`src/rtl/rst_seq.sv`:
```
// Reset sequencer: debounces the power key, holds reset, then releases NumDomains
// reset domains in index order; supports per-domain software re-reset and power-loss abort.
module rst_seq #(
    parameter int NumDomains     = 3,
    parameter int Cycles         = 1024,
    parameter int DebounceCycles = 16,
    parameter int StageDelay     = 4
) (
    input  logic                  clk,
    input  logic                  rst_n,
    input  logic                  power,
    input  logic [NumDomains-1:0] sw_req,
    output logic [NumDomains-1:0] domain_rst_n,
    output logic                  ready,
    output logic [1:0]            cause
);

    localparam int MaxAB  = (Cycles > DebounceCycles) ? Cycles : DebounceCycles;
    localparam int MaxCnt = (MaxAB > StageDelay) ? MaxAB : StageDelay;
    localparam int CW     = $clog2(MaxCnt) + 1;
    localparam int IW     = (NumDomains > 1) ? $clog2(NumDomains) : 1;

    localparam logic [CW-1:0] DEB_M1   = CW'(DebounceCycles - 1);
    localparam logic [CW-1:0] CYC_M1   = CW'(Cycles - 1);
    localparam logic [CW-1:0] STG_M1   = CW'(StageDelay - 1);
    localparam logic [IW-1:0] LAST_IDX = IW'(NumDomains - 1);

    localparam logic [1:0] CAUSE_LOSS = 2'b01;
    localparam logic [1:0] CAUSE_SW   = 2'b10;

    typedef enum logic [1:0] {
        WAIT_POWER = 2'd0,
        HOLD       = 2'd1,
        RELEASE    = 2'd2,
        RUN        = 2'd3
    } state_t;

    logic                  r_sync1;
    logic                  r_pwr_s;
    state_t                r_state;
    logic [CW-1:0]         r_cnt;
    logic [CW-1:0]         r_loss;
    logic [IW-1:0]         r_idx;
    logic [NumDomains-1:0] r_dom;
    logic                  r_ready;
    logic [1:0]            r_cause;

    state_t                w_state_nxt;
    logic [CW-1:0]         w_cnt_nxt;
    logic [CW-1:0]         w_loss_nxt;
    logic [IW-1:0]         w_idx_nxt;
    logic [NumDomains-1:0] w_dom_nxt;
    logic                  w_ready_nxt;
    logic [1:0]            w_cause_nxt;
    logic                  w_loss_trip;
    logic [IW-1:0]         w_sw_idx;

    function automatic logic [CW-1:0] sat_inc(input logic [CW-1:0] v);
        return (v == {CW{1'b1}}) ? v : v + CW'(1);
    endfunction

    always_ff @(posedge clk or negedge rst_n) begin
        if (!rst_n) begin
            r_sync1 <= 1'b0;
            r_pwr_s <= 1'b0;
        end else begin
            r_sync1 <= power;
            r_pwr_s <= r_sync1;
        end
    end

    always_ff @(posedge clk or negedge rst_n) begin
        if (!rst_n) begin
            r_state <= WAIT_POWER;
            r_cnt   <= '0;
            r_loss  <= '0;
            r_idx   <= '0;
            r_dom   <= '0;
            r_ready <= 1'b0;
            r_cause <= 2'b00;
        end else begin
            r_state <= w_state_nxt;
            r_cnt   <= w_cnt_nxt;
            r_loss  <= w_loss_nxt;
            r_idx   <= w_idx_nxt;
            r_dom   <= w_dom_nxt;
            r_ready <= w_ready_nxt;
            r_cause <= w_cause_nxt;
        end
    end

    // Lowest-index software request wins.
    always_comb begin
        w_sw_idx = '0;
        for (int k = NumDomains - 1; k >= 0; k--) begin
            if (sw_req[k]) w_sw_idx = IW'(k);
        end
    end

    assign w_loss_trip = (r_state != WAIT_POWER) && !r_pwr_s && (r_loss >= DEB_M1);

    always_comb begin
        w_state_nxt = r_state;
        w_cnt_nxt   = r_cnt;
        w_idx_nxt   = r_idx;
        w_dom_nxt   = r_dom;
        w_cause_nxt = r_cause;
        w_loss_nxt  = (r_state == WAIT_POWER || r_pwr_s) ? '0 : sat_inc(r_loss);

        case (r_state)
            WAIT_POWER: begin
                w_dom_nxt = '0;
                if (r_pwr_s) begin
                    if (r_cnt >= DEB_M1) begin
                        w_state_nxt = HOLD;
                        w_cnt_nxt   = '0;
                        w_idx_nxt   = '0;
                    end else begin
                        w_cnt_nxt = sat_inc(r_cnt);
                    end
                end else begin
                    w_cnt_nxt = '0;
                end
            end
            HOLD: begin
                if (r_cnt >= CYC_M1) begin
                    w_state_nxt = RELEASE;
                    w_cnt_nxt   = '0;
                end else begin
                    w_cnt_nxt = sat_inc(r_cnt);
                end
            end
            RELEASE: begin
                // r_cnt counts down the spacing to the next release.
                if (r_cnt == '0) begin
                    for (int k = 0; k < NumDomains; k++) begin
                        if (IW'(k) == r_idx) w_dom_nxt[k] = 1'b1;
                    end
                    if (r_idx == LAST_IDX) begin
                        w_state_nxt = RUN;
                    end else begin
                        w_idx_nxt = r_idx + IW'(1);
                        w_cnt_nxt = STG_M1;
                    end
                end else begin
                    w_cnt_nxt = r_cnt - CW'(1);
                end
            end
            RUN: begin
                if (|sw_req) begin
                    for (int k = 0; k < NumDomains; k++) begin
                        if (IW'(k) >= w_sw_idx) w_dom_nxt[k] = 1'b0;
                    end
                    w_cause_nxt = CAUSE_SW;
                    w_idx_nxt   = w_sw_idx;
                    w_cnt_nxt   = '0;
                    w_state_nxt = HOLD;
                end
            end
        endcase

        // Power loss overrides everything decided above, including a software request.
        if (w_loss_trip) begin
            w_state_nxt = WAIT_POWER;
            w_dom_nxt   = '0;
            w_cause_nxt = CAUSE_LOSS;
            w_cnt_nxt   = '0;
            w_loss_nxt  = '0;
        end

        w_ready_nxt = (r_state == RUN) && (w_state_nxt == RUN);
    end

    assign domain_rst_n = r_dom;
    assign ready        = r_ready;
    assign cause        = r_cause;

endmodule

```
`config.mk`:
```
export PLATFORM = sky130hd
export DESIGN_NAME = rst_seq
export DESIGN_NICKNAME = d
export VERILOG_FILES = /design/src/rtl/rst_seq.sv
export SDC_FILE = /design/constraint.sdc
export NUM_CORES = 1
export LEC_CHECK = 0
export ABC_AREA = 1
export CELL_PAD_IN_SITES_DETAIL_PLACEMENT = 1
export CELL_PAD_IN_SITES_GLOBAL_PLACEMENT = 2
export CORE_MARGIN = 10
export CORE_UTILIZATION = 35
export CTS_BUF_LIST = sky130_fd_sc_hd__clkbuf_8
export DETAILED_ROUTE_END_ITERATION = 12
export PLACE_DENSITY = 0.9
export SYNTH_ARGS = -nofsm -noshare
export SYNTH_HDL_FRONTEND = slang
export SYNTH_SLANG_ARGS = --single-unit
```
`constraint.sdc`:
```
create_clock -name clk -period 1.71 [get_ports clk]
set_input_delay 0.342 -clock clk [delete_from_list [all_inputs] [get_ports clk]]
set_output_delay 0.342 -clock clk [all_outputs]
set_load 0.01 [all_outputs]
```
Word-level counts from Yosys, hierarchy flattened
Index checks and enable logic that the tools add are counted.
Widths: inputs -> output; s select.

word-level totals
  flip-flop bits (word level) = 34
  input bits = 6
  output and inout port bits = 6
  word-level logic and storage cells = 107

cells by class
  add/subtract/negate cells = 4
  order comparisons = 6
  equal/unequal tests = 24
  muxes and demuxes = 42
  reductions and logical operators = 20

operators by type and width
  kind                   number
  $mux 11                11
  $pmux 11 s4            1
  $mux 2                 18
  $ne 3x3->1 const B     9
  $add 11x1->11 const B  2
  $eq 11x11->1 const B   2
  $ge 11x4->1 const B    2
  $reduce_and 5->1       3
  $ge 11x10->1 const B   1
  $logic_not 11->1       1
  $sub 11x1->11 const B  1
  $mux 3                 3
  $pmux 3 s3             1
  $eq 2x2->1 const B     4
  $ne 2x2->1 const B     4
  $pmux 2 s4             1
  $mux 1                 6
  $pmux 2 s3             1
  $reduce_and 6->1       1
  $reduce_bool 2->1      3
  $ge 1x2->1 const A     2
  $logic_not 2->1        2
  $ne 4x4->1 const B     1
  $reduce_and 2->1       2
  other kinds (12)       14

Logic depth before layout (Yosys ltp)
  depth after elaboration = 8
  mapped depth = 13

Worst setup path before layout
No wires, ideal clock.

  kind = register to register
  from = reg r_cnt[0]
  to = reg r_cnt[8]
  library setup time = 117 ps
  arrival = 1389 ps
  data required time = 1593 ps
  path slack = 204 ps
  stages on the path, launching flop included = 12
  path buffers = 0
  clock period less this slack = 1506 ps
  path through = dfrtp_1 inv_2 ha_1 inv_1 nor2_1 nand2_1 nor2_1 nand2_1 nand2_1 o21ai_1 nand2_1 nand2_1

between the ends
  longest elaborated chain between the ends = 6

ends and longest elaborated chain
  item                                                  line  text
  start, declared                                       41    logic [CW-1:0] r_cnt;
  start signal, assigned                                83    r_cnt <= w_cnt_nxt;
  $add 11x1->11 / $eq 11x11->1 (equally long branches)  59    return (v == {CW{1'b1}}) ? v : v + CW'(1);
  $mux 11                                               59
  $mux 11                                               114   if (r_cnt >= DEB_M1) begin
  $mux 11                                               113   if (r_pwr_s) begin
  $pmux 11 s4                                           110   case (r_state)
  $mux 11                                               163   if (w_loss_trip) begin

Parallel ways exist; a longest one is shown, timed or not.
A chain may end at the register's enable or synchronous reset.

Final worst setup path
  from = reg r_cnt[0]
  to = reg r_cnt[0]

Same word-level chain as after synthesis.

==> impl_metrics.toml <==
[yosys]
synth.cell_area_mm2 = 0.00234
syn_inst = 343
synthesis.area_per_instance_um2 = 6.82
synth.ff_latch_count = 34
ys_seq_area_share_pct = 36.4
yosys_warnings = 0
synthDistinctLibCells = 30

[cts]
cts_buffers = 5
cts.reportedPaths.clkPinSlew_ns = 0.07
clock_root_buffer_master = "sky130_fd_sc_hd__clkbuf_8"
worstSkewPairLatency_ns = 0.30
clock_tree_from_tritoncts = "done"
cts_sinks = 34
clk_path_buf_depth = 2
cts_htree_levels = 2
hold_buffers = 0

[grt]
vias_in_the_first_global_route = 2442
grt_overflow = 0
grt_usage_pct = 13.8
grt_first_pass_wirelength_mm = 11.5
pin_count_of_the_biggest_net_entering_global_routing = 35
antenna_violations_before_repair = 0

[layout]
final_util_pct = 47.1
drive_gt1_share_pct = 24.7
stdcell_count = 474
finish.instance_area_mm2 = 0.00303
antennaDiodeCount = 0
area_growth_syn_to_layout_pct = 29.3
layout.filler_cells = 835
net_count_reported_at_finish = 409

[worst_setup_path]
timing.critical_path.slowest_cell_delay_ns = 0.42
critical_path.reg2reg.startpoint = "r_cnt[0]$_DFFE_PN0P_"
timing.critical_path.required_ns = 1.90
r2r.worst_path.cells = 11
critPathArrivalTime_ns = 1.89
timing_worst_setup_path_type = "flop to flop"
r2r_setup_slack_ns = 0.01
critical_path.startpoint_type = "flop"
crit_chain = "ha_2 -> nand2_2 -> nor2_4 -> nand3_2 -> nand3_4 -> nor2_4 -> buf_12 -> nand2_1 -> nand2_1 -> nand3_1 -> nand2_1"
crit_path_max_fanout = 10
crit_path_frequent_cell = "sky130_fd_sc_hd__nand2_1"
regToRegEndpoint = "r_cnt[0]$_DFFE_PN0P_"
crit_path_start = "r_cnt[0]$_DFFE_PN0P_"
crit_slowest_cell = "sky130_fd_sc_hd__dfrtp_1"
crit_path_end_kind = "flop"

[detailed_routing]
drt_iter0_markers = 71
detailedRoute.firstPassIterationCount = 4
antenna_left = 0
wl_mm = 6.81
vias = 2343
route.detailed.wl_per_inst_um = 14.4
detail_route.vias_per_cell = 4.94
drc = 0

[run_status]
status = "finished clean"

[die]
die_area_mm2 = 0.0104
starting_density_of_the_core_pct = 36.4
rows = 29
chipWidth_um = 102
die_height_um = 102
floorplan.io_pins = 12
core_area_mm2 = 0.00642

[job]
max_cap_viol_count = 0

[sta]
period_needed_ns = 1.70
skew_ns = 0.00370
post-route-period-util_pct = 99.2
final_setup_fails = 0
tns_ns = 0
maxClockFrequency_ghz = 0.590
timing_hold_violations_final = 0
drv_slew = 0
unrepaired_setup_endpoints_after_global_routing = "yes"

[placement]
buffer_ports.inserted = 11
placed_cells_incl_taps = 464
placed_standard_cell_area_mm2 = 0.00278
gp_routability_congestion = 0.783
detailedPlacementHpwl_mm = 5.37

[pwr]
total_leakage_power_nw = 1.58
power.total_w = 0.00311
power-per-cell-area_mw_per_mm2 = 1030
irDropWorstVdd_mv = 0.541

[worst_hold_path]
hold_path_class = "input port to asynchronous set/reset pin"
==> state kept, by name, indices dropped and copies added (netlist names) <==
register	flops
r_idx	2
ready	1
r_pwr_s	1
r_sync1	1
r_cnt	11
domain_rst_n	3
cause	2
r_state	2
r_loss	11
==> worst max-delay path: cells and delay by family (launching register included) <==
kind	cells	cell delay, ns
buf+inv	1	0.14
flops	1	0.42
simple gates	9	0.80
fa+ha+maj	1	0.22
==> worst max-delay path by stage <==
stage	to	slack, ns	depth (start not counted)
3_3_place_gp	r_cnt[8]$_DFFE_PN0P_	-0.02	8
2_1_floorplan	r_cnt[8]$_DFFE_PN0P_	0.20	11
4_1_cts	domain_rst_n[1]$_DFFE_PN0P_	0.005	10
3_5_place_dp	r_cnt[0]$_DFFE_PN0P_	-0.09	8
5_1_grt	r_idx[1]$_DFFE_PN0P_	-0.10	10
6_report	r_cnt[0]$_DFFE_PN0P_	0.01	11
==> where the power goes <==
part           internal [W]  leakage (nW)  switching [W]
sequential         0.000870         0.438      0.0000807
combinational      0.000507          1.08       0.000734
clock              0.000584        0.0683       0.000331
total               0.00196          1.58        0.00115
==> metal layers <==
metal | part of all wire, % | GRT usage (%) | vias up
li1 | - | - | 1176
met1 | 47 | 17.0 | 1143
met2 | 50 | 23.4 | 17
met3 | 1.9 | 2.93 | 7
met4 | 1.3 | 4.62 | 0
met5 | 0 | 0 | -
==> logic make-up (layout without fill, tap and decap cells) <==
logic type / count (synthesis) / after routing / share of synthesized area [%]
compound gates: 30 / 30 / 7.11
other cells: 1 / 7 / 0.160
xor+xnor: 5 / 5 / 1.87
fa+ha+maj: 7 / 7 / 3.74
flops: 34 / 34 / 36.4
simple gates: 221 / 221 / 42.9
buf+inv: 45 / 93 / 7.81
==> per-stage QoR <==
step | setup WS [ns] | hold slack, ns
floorplan | 0.204 | 0.0464
global placement | -0.0192 | 0.339
detailed placement | -0.0874 | 0.364
CTS | 0.00549 | 0.0832
global route | -0.103 | 0.0945
finish | 0.0144 | 0.0722
==> cells in the mapped netlist, drive strengths merged <==
| library cell | n | share of area [%] |
|---|---|---|
| nand2 | 127 | 21 |
| nor2 | 54 | 11 |
| inv | 41 | 6.6 |
| dfrtp | 34 | 36 |
| nand3 | 29 | 7.4 |
| o21ai | 18 | 4.0 |
| a21oi | 7 | 1.5 |
| ha | 7 | 3.7 |
| nand4 | 5 | 1.3 |
| xor2 | 5 | 1.9 |
| buf | 4 | 1.2 |
| nor3 | 3 | 0.64 |
| a211oi | 2 | 0.64 |
| nand3b | 2 | 0.64 |
| a31oi | 1 | 0.27 |
| conb | 1 | 0.16 |
| o2111ai | 1 | 0.37 |
| o21bai | 1 | 0.32 |
| or2 | 1 | 0.27 |
==> what timing repair did <==
action	4_1_cts	5_1_grt
buffers inserted	1	1
hold endpoints to repair	0	0
resized for setup	6	30
setup endpoints to repair	7	19
pin swaps	0	7
cloned	0	0
==> cell type report <==
class                           count  area, µm²  share of cell area (%)
Tap cell                           77       96.3                    3.18
Sequential cell                    34        856                    28.3
Clock inverter                      3       68.8                    2.27
Timing Repair Buffer               44        365                    12.1
Inverter                           41        156                    5.17
Multi-Input combinational cell    270       1410                    46.7
Clock buffer                        5       68.8                    2.27
==> cell usage in the layout (no fill, tap or decap), types with 6 or more instances in the layout <==
cell	n
sky130_fd_sc_hd__ha_1	6
sky130_fd_sc_hd__inv_2	6
sky130_fd_sc_hd__nand2_1	111
sky130_fd_sc_hd__clkdlybuf4s50_1	10
sky130_fd_sc_hd__nand2_2	13
sky130_fd_sc_hd__o21ai_0	9
sky130_fd_sc_hd__conb_1	7
sky130_fd_sc_hd__inv_1	34
sky130_fd_sc_hd__buf_4	32
sky130_fd_sc_hd__dfrtp_1	30
sky130_fd_sc_hd__nor2_2	11
sky130_fd_sc_hd__nor2_1	36
sky130_fd_sc_hd__o21ai_1	8
sky130_fd_sc_hd__nand3_1	23
sky130_fd_sc_hd__nor2_4	7
(Power assumes the default switching activity.)
